==> config.mk <==
export PLATFORM = sky130hd
export DESIGN_NAME = pop_graph_render
export DESIGN_NICKNAME = d
export VERILOG_FILES = /design/src/rtl/pop_graph_render.sv
export SDC_FILE = /design/constraint.sdc
export NUM_CORES = 2
export LEC_CHECK = 0
export BUFFER_PORTS_ARGS = -buffer_cell sky130_fd_sc_hd__clkbuf_2
export CAP_MARGIN = 20
export CORE_AREA = 5 5 403 405
export DETAILED_ROUTE_END_ITERATION = 7
export DIE_AREA = 0 0 408 410
export PLACE_DENSITY = 0.73
export SYNTH_ARGS = -nofsm -noshare
export SYNTH_HDL_FRONTEND = slang
export SYNTH_SLANG_ARGS = --single-unit
==> constraint.sdc <==
create_clock -name clk_in -period 9.11 [get_ports clk_in]
set_clock_uncertainty 0.05 [all_clocks]
set_input_delay 1.822 -clock clk_in [delete_from_list [all_inputs] [get_ports clk_in]]
set_output_delay 1.822 -clock clk_in [all_outputs]
set_load 0.005 [all_outputs]
==> src/rtl/pop_graph_render.sv <==
// rtl/pop_graph_render.sv - population history bar graph renderer
// Purpose: counts alive cells per generation, keeps a DEPTH-entry history of
//          scaled counts and renders it as a bar graph with white axes.
//          pix_out follows hcount_in/vcount_in by exactly two cycles.
// Ports:
//   clk_in          only clock
//   rst_in          synchronous active-high reset
//   hcount_in       current pixel column
//   vcount_in       current pixel row
//   alive_valid_in  qualifies is_alive_in
//   is_alive_in     current cell is alive
//   frame_end_in    one-cycle pulse closing the current generation's count
//   pix_out         graph pixel colour, 12'h000 outside the graph
//   last_count_out  most recently committed raw count
//   peak_count_out  largest raw count committed since reset
module pop_graph_render #(
    parameter int          GRAPH_X     = 800,
    parameter int          GRAPH_Y     = 100,
    parameter int          DEPTH       = 200,
    parameter int          HEIGHT      = 200,
    parameter int          CNT_W       = 16,
    parameter int          SCALE_SHIFT = 4,
    parameter logic [11:0] BAR_COLOR   = 12'h0F0
) (
    input  logic             clk_in,
    input  logic             rst_in,
    input  logic [10:0]      hcount_in,
    input  logic [9:0]       vcount_in,
    input  logic             alive_valid_in,
    input  logic             is_alive_in,
    input  logic             frame_end_in,
    output logic [11:0]      pix_out,
    output logic [CNT_W-1:0] last_count_out,
    output logic [CNT_W-1:0] peak_count_out
);
    localparam int AW = (DEPTH > 1) ? $clog2(DEPTH) : 1;
    // One extra bit so index sums up to 2*DEPTH-1 never overflow.
    localparam int PW = AW + 1;

    localparam logic [CNT_W-1:0] CNT_MAX = '1;
    localparam logic [AW-1:0]    WR_LAST = AW'(DEPTH - 1);
    localparam logic [PW-1:0]    DEPTH_P = PW'(DEPTH);
    localparam logic [31:0]      X_AXIS  = 32'(GRAPH_X);
    localparam logic [31:0]      X_END   = 32'(GRAPH_X + DEPTH);
    localparam logic [31:0]      Y_TOP   = 32'(GRAPH_Y);
    localparam logic [31:0]      Y_AXIS  = 32'(GRAPH_Y + HEIGHT);

    logic [CNT_W-1:0] acc;
    logic [AW-1:0]    wr_ptr;
    logic [PW-1:0]    fill;

    logic             sample;
    logic [CNT_W-1:0] close_cnt;
    logic [CNT_W-1:0] scaled;
    logic [9:0]       bar_h;

    // The closing count already includes this cycle's sample.
    assign sample    = alive_valid_in && is_alive_in;
    assign close_cnt = (sample && (acc != CNT_MAX)) ? acc + 1'b1 : acc;
    assign scaled    = close_cnt >> SCALE_SHIFT;
    assign bar_h     = (32'(scaled) >= 32'(HEIGHT)) ? 10'(HEIGHT) : 10'(scaled);

    always_ff @(posedge clk_in) begin
        if (rst_in) begin
            acc            <= '0;
            wr_ptr         <= '0;
            fill           <= '0;
            last_count_out <= '0;
            peak_count_out <= '0;
        end else if (frame_end_in) begin
            acc            <= {{(CNT_W-1){1'b0}}, sample};
            wr_ptr         <= (wr_ptr == WR_LAST) ? '0 : wr_ptr + 1'b1;
            if (fill != DEPTH_P)
                fill <= fill + 1'b1;
            last_count_out <= close_cnt;
            if (close_cnt > peak_count_out)
                peak_count_out <= close_cnt;
        end else begin
            acc <= close_cnt;
        end
    end

    // History RAM: one write port, one registered read port, no reset.
    logic [9:0]    hist [0:DEPTH-1];
    logic [AW-1:0] rd_addr;
    logic [9:0]    rd_data;

    always_ff @(posedge clk_in) begin
        if (frame_end_in && !rst_in)
            hist[wr_ptr] <= bar_h;
        rd_data <= hist[rd_addr];
    end

    // Stage 1: region decode and read address.
    logic [31:0]   hx;
    logic [31:0]   vy;
    logic          in_col;
    logic          in_rows;
    logic          is_axis;
    logic          bar_ok;
    logic [PW-1:0] col;
    logic [PW-1:0] base;
    logic [PW-1:0] base_mod;
    logic [PW-1:0] sum;
    logic [9:0]    row_off;

    assign hx      = 32'(hcount_in);
    assign vy      = 32'(vcount_in);
    assign in_col  = (hx > X_AXIS) && (hx <= X_END);
    assign in_rows = (vy >= Y_TOP) && (vy < Y_AXIS);
    assign is_axis = ((hx == X_AXIS) && (vy >= Y_TOP) && (vy <= Y_AXIS)) ||
                     ((vy == Y_AXIS) && (hx >= X_AXIS) && (hx <= X_END));
    assign col     = PW'(hx - X_AXIS - 32'd1);
    // Oldest sample sits at (wr_ptr - fill) mod DEPTH; DEPTH is added first
    // so the subtraction never goes negative.
    assign base     = {1'b0, wr_ptr} + DEPTH_P - fill;
    assign base_mod = (base >= DEPTH_P) ? base - DEPTH_P : base;
    assign sum      = base_mod + col;
    assign rd_addr  = in_col ? AW'((sum >= DEPTH_P) ? sum - DEPTH_P : sum) : '0;
    assign bar_ok   = in_col && in_rows && (col < fill);
    // Distance from the bottom plot row; a bar of height n lights offsets 0..n-1.
    assign row_off  = 10'(Y_AXIS - 32'd1 - vy);

    logic       s1_axis;
    logic       s1_bar;
    logic [9:0] s1_row;

    // Stage 2: compare against the read history value and register.
    always_ff @(posedge clk_in) begin
        if (rst_in) begin
            s1_axis <= 1'b0;
            s1_bar  <= 1'b0;
            s1_row  <= '0;
            pix_out <= 12'h000;
        end else begin
            s1_axis <= is_axis;
            s1_bar  <= bar_ok;
            s1_row  <= row_off;
            if (s1_axis)
                pix_out <= 12'hFFF;
            else if (s1_bar && (s1_row < rd_data))
                pix_out <= BAR_COLOR;
            else
                pix_out <= 12'h000;
        end
    end
endmodule

# Word level (Yosys, flattened, before mapping)
# Memory sizes are Yosys's and may differ from the RTL's. A register that Yosys moved wholly into a read port is not among the register bits.
# Index checks and enable logic that the tools add are counted.
[word_totals]
elab_cells = 67
register_bits = 89
out_inout_bits = 44
n_memories = 1
in_bits = 26
ram_bits = 2000
[mem_list]
columns = ["name", "depth", "word_bits", "read_ports", "rd_clocked_by_memory_dff", "wr", "line_no", "text"]
rows = [
  ["hist", 200, 10, 1, 1, 1, "84", "logic [9:0] hist [0:DEPTH-1];"],
]
[op_classes]
n_lt_le_gt_ge = 12
eq_ne = 5
n_mux = 11
add_sub_neg = 11
n_reduce_logical = 17
[op_table]
columns = ["op", "n"]
rows = [
  ["$mux W8", 4],
  ["$ge A9 B8 Y1 const B", 2],
  ["$add A16 B1 Y16 const B", 1],
  ["$gt A16 B16 Y1", 1],
  ["$mux W16", 1],
  ["$ne A16 B16 Y1 const B", 1],
  ["$ge A12 B8 Y1 const B", 1],
  ["$logic_and A1 B1 Y1", 12],
  ["$mux W12", 1],
  ["$eq A11 B10 Y1 const B", 1],
  ["$ge A11 B10 Y1 const B", 1],
  ["$gt A11 B10 Y1 const B", 1],
  ["$le A11 B10 Y1 const B", 1],
  ["$eq A10 B9 Y1 const B", 1],
  ["$ge A10 B7 Y1 const B", 1],
  ["$le A10 B9 Y1 const B", 1],
  ["$lt A10 B10 Y1", 1],
  ["$lt A10 B9 Y1 const B", 1],
  ["$mux W10", 1],
  ["$sub A9 B10 Y10 const A", 1],
  ["$add A8 B8 Y9 const B", 1],
  ["$add A9 B1 Y9 const B", 1],
  ["$add A9 B9 Y9", 1],
  ["$lt A9 B9 Y1", 1],
  ["14 further kinds", 17],
]

# Longest topological paths before layout
[logic_depth]
depth_word = 8
mapped_depth = 32
ltp_nobuf = 27

# Worst setup path before layout
# OpenSTA, ideal clock, no wires.
[synth_timing]
kind = "input to register"
start = "input port alive_valid_in"
end = "memory hist[0][0], data pin"
required_time_ps = 7927
setup_ps = 1133
t_arrival_ps = 8323
path_slack_ps = -396
path_stages = 10
path_buffers = 0
cell_sequence = "nand2_1 o21ba_2 and4_1 and3_1 nand4_1 nor2_1 xor2_1 nor4_1 o21ai_0 nor2_1"
[synth_via]
elab_chain_cells = 5
[synth_rtl]
columns = ["item", "line_no", "text"]
rows = [
  ["start, declared", "29", "input logic alive_valid_in,"],
  ["$logic_and A1 B1 Y1", "58", "assign sample = alive_valid_in && is_alive_in;"],
  ["$logic_and A1 B1 Y1", "59", "assign close_cnt = (sample && (acc != CNT_MAX)) ? acc + 1'b1 : acc;"],
  ["$mux W16", "59", ""],
  ["via close_cnt[15]", "53", "logic [CNT_W-1:0] close_cnt;"],
  ["$ge A12 B8 Y1", "61", "assign bar_h = (32'(scaled) >= 32'(HEIGHT)) ? 10'(HEIGHT) : 10'(scaled);"],
  ["$mux W10", "61", ""],
  ["via bar_h[0]", "55", "logic [9:0] bar_h;"],
  ["end, declared", "84", ""],
]
# The timed path passes the listed nets, and every way through them passes these cells.

# Final worst setup path
[layout_timing]
start = "register wr_ptr[0]"
end = "register rd_data[4] (read register of hist)"
[layout_via]
elab_chain_cells = 8
word_cells_on_any_way = 10
cone_classes = "5 x add/sub; 2 x order compare; 3 x mux"
[layout_rtl]
columns = ["item", "line_no", "text"]
rows = [
  ["start, declared", "49", "logic [AW-1:0] wr_ptr;"],
  ["start signal, assigned", "72", "wr_ptr <= (wr_ptr == WR_LAST) ? '0 : wr_ptr + 1'b1;"],
  ["$add A8 B8 Y9 *", "116", "assign base = {1'b0, wr_ptr} + DEPTH_P - fill;"],
  ["$sub A9 B9 Y9 *", "116", ""],
  ["$sub A9 B8 Y9 or $ge A9 B8 Y1 (tied branches)", "117", "assign base_mod = (base >= DEPTH_P) ? base - DEPTH_P : base;"],
  ["$mux W9 *", "117", ""],
  ["$add A9 B9 Y9 *", "118", "assign sum = base_mod + col;"],
  ["$sub A8 B8 Y8 or $ge A9 B8 Y1 (tied branches)", "119", "assign rd_addr = in_col ? AW'((sum >= DEPTH_P) ? sum - DEPTH_P : sum) : '0;"],
  ["$mux W8 * (2 in a row)", "119", ""],
  ["end, declared", "86", "logic [9:0] rd_data;"],
]
# Every way passes the cells marked *; elsewhere a longest branch is shown, timed or not.
# A chain may end at the register's enable or synchronous reset.

==> results_dict.tcl <==
set metrics [dict create \
    status "completed" \
    antenna_left 0 \
    period_needed_ns 8.37 \
    rr_endpoint "rd_data[4]" \
    cts_max_level 4 \
    dr.pass1.iters 6 \
    crit_required_ns 9.79 \
    crit_path_start_kind "register" \
    hold_buffers 0 \
    r2r_slack_ns 0.74 \
    finalCoreUtilization 0.615 \
    io_pins 70 \
    synth-edff-count 2000 \
    die-height_um 410 \
    path_buf_inv 6 \
    end_kind "register" \
    drt-total-wl_um 246000 \
    drt-initial-drc-count 7632 \
    slew_headroom 0.184 \
    place_hpwl_um 150000 \
    worst-setup-path-type "register to register" \
    rsz0062_at_grt "no" \
    wl_per_cell_um 27.6 \
    cts_tree "built" \
    postCtsSetupRepairBufs 0 \
    muxShareOfSynthArea 0.0522 \
    core_area_um2 158000 \
    drive_gt1_frac 0.0929 \
    die_area_um2 167000 \
    final-setup-viol-count 0 \
    ys_async_sr_fraction 0 \
    initial_utilization 0.546 \
    die_x_um 408 \
    finalWeightedCongestion 1.00 \
    hp-start "last_count_out[6]" \
    p_leak_nw 31.8 \
    maxCapViolations 0 \
    cts_buffers 202 \
    synth-simple-area-share 0.107 \
    crit_family "simple AND/OR/NAND/NOR gates" \
    cts.repair.resized 0 \
    port_buffers 69 \
    min_to "last_count_out[6]" \
    vias 56110 \
    track_usage 0.289 \
    avgViaCountPerCell 6.28 \
    synthXorXnorAreaFrac 0.00561 \
    hold_depth 2 \
    synth_area_um2 86300 \
    cpPeakStageDelay_ns 0.71 \
    nets 6791 \
    synth_compound_area_frac 0.0818 \
    ys_warn_count 0 \
    clockBufferDepth 3 \
    ys_seq_elements 2089 \
    reg2reg_from "wr_ptr[0]" \
    synth_flop_cell "edfxtp_1" \
    yosysSeqAreaShare 0.717 \
    cts_root_buf "clkbuf_16" \
    netlist_instances 6279 \
    min_period_over_period 0.919 \
    hold_viol 0 \
    powerDensity_nw_per_um2 232 \
    clk_pin_slew_worst_paths_ns 0.07 \
    synth_top_family_by_area "simple AND/OR/NAND/NOR gates" \
    worst_pin_slew_ns 1.22 \
    insertion_delay_ns 0.83 \
    synth_cell_types 101 \
    maxSlewViolCount 0 \
    grt_max_degree 201 \
    syn_avg_cell_area_um2 13.7 \
    setup_tns_ns 0 \
    drcViolationCount 0 \
    hold_path_class "register to register" \
    grt_pass1_vias 53908 \
    yosys.area_share.adder 0.0108 \
    worst_hold_slack_ns 0.407 \
    fp-row-count 146 \
    cts_num_sinks 2089 \
    arrival_ns 9.04 \
    fmax_mhz 120 \
    slowest_stage "nand3_4" \
    reg2regPathDepth 29 \
    total_power_w 0.0225 \
    grt_overflow 0 \
    peakVddDrop_uv 217 \
    area.growth.synth_to_final_pct 12.6 \
    antenna_found_initial 4 \
    cp_max_fo 31 \
    grt_pass1_wl_um 359000 \
]
routing by layer:
layer	up-vias	wire length, µm	global-route usage
met5	-	0	0
met4	0	15900	0.160
met3	764	29100	0.0703
met2	3477	112000	0.445
met1	27697	89100	0.382
li1	24172	-	-
through the flow:
| stage | instances | setup WS, ns | instance area, µm² |
|---|---|---|---|
| floorplan | 6678 | -0.396 | 87800 |
| global placement | 8534 | 0.724 | 90600 |
| detailed placement | 8539 | 0.717 | 90600 |
| CTS | 8899 | 0.716 | 97000 |
| global route | 8920 | 0.394 | 97200 |
| finish | 8928 | 0.742 | 97200 |
final cells by class:
| cell class | instances | area (µm²) |
|---|---|---|
| tap | 2072 | 2590 |
| inverter | 84 | 323 |
| multi-input combinational | 4070 | 23900 |
| timing repair buffer | 245 | 2150 |
| fill | 11478 | 60800 |
| sequential | 2089 | 61800 |
| antenna | 8 | 20.0 |
| clock inverter | 104 | 968 |
| clock buffer | 256 | 5360 |
synthesized netlist by cell type, drive strengths merged (54+ instances only):
cell    count  area share
and3      142       0.010
a211oi    103      0.0091
nor3       54      0.0033
edfxtp   2000        0.70
o211ai     82      0.0071
dfxtp      89       0.021
o21ai     129      0.0075
mux2i     328       0.038
ha         71       0.010
a31oi     182       0.013
a221oi     77      0.0079
buf       204       0.012
inv        84      0.0037
clkbuf    231       0.010
a21oi     181       0.011
nand2    1138       0.050
nand3     222       0.013
or3        68      0.0049
nor2      404       0.018
logic make-up (layout without fill, tap and decap cells):
kind of cell,after synthesis,in the layout
muxes,394,394
other,1,408
AOI/OAI and AO/OA,1016,1016
DFF,2089,2089
xor gates and xnor gates,51,51
adders and majority gates,73,73
buffers and inverters,519,689
and+or+nand+nor,2136,2136
worst register-to-register path: cells and delay by family, from the launching register on:
kind | cells | cell delay [ns]
AND/OR/NAND/NOR | 7 | 2.32
adder cells (fa/ha/maj) | 5 | 1.67
AO/OA/AOI/OAI | 8 | 1.60
buffers and inverters | 6 | 1.16
XOR/XNOR | 2 | 0.53
multiplexers | 1 | 0.49
flip-flops | 1 | 0.44
registers in the layout, summed over array words and instances, names as in the netlist:
signal and cells:
pix_out 2, hist 2000, acc 16, last_count_out 16, rd_data 10, wr_ptr 8
s1_bar 1, fill 9, s1_row 10, peak_count_out 16, s1_axis 1
worst max path at each step:
stage                   start          to  cells after the start  slack (ns)
2_1_floorplan  alive_valid_in  hist[0][0]                     10       -0.40
3_3_place_gp        wr_ptr[0]  rd_data[4]                     27        0.72
3_5_place_dp        wr_ptr[0]  rd_data[4]                     27        0.72
4_1_cts             wr_ptr[0]  rd_data[4]                     27        0.72
5_1_grt             wr_ptr[0]  rd_data[4]                     28        0.39
6_report            wr_ptr[0]  rd_data[4]                     29        0.74
report_power, final:
group / switching (W) / internal, W
logic: 0.00279 / 0.00114
clock network: 0.00359 / 0.00450
registers: 0.0000514 / 0.0104
total: 0.00643 / 0.0161
layout by cell type, fill, tap and decap left out, drive strengths merged, types with 54 or more instances in the layout:
| cell type | n |
|---|---|
| o211ai | 82 |
| nand3 | 222 |
| mux2i | 328 |
| a211oi | 103 |
| dfxtp | 89 |
| and3 | 142 |
| nor3 | 54 |
| a21oi | 181 |
| a31oi | 182 |
| edfxtp | 2000 |
| or3 | 68 |
| buf | 176 |
| o21ai | 129 |
| clkbuf | 325 |
| a221oi | 77 |
| conb | 400 |
| nand2 | 1138 |
| clkinv | 82 |
| nor2 | 404 |
| inv | 92 |
| ha | 71 |
Note: power is estimated with default switching activity, not from simulation.
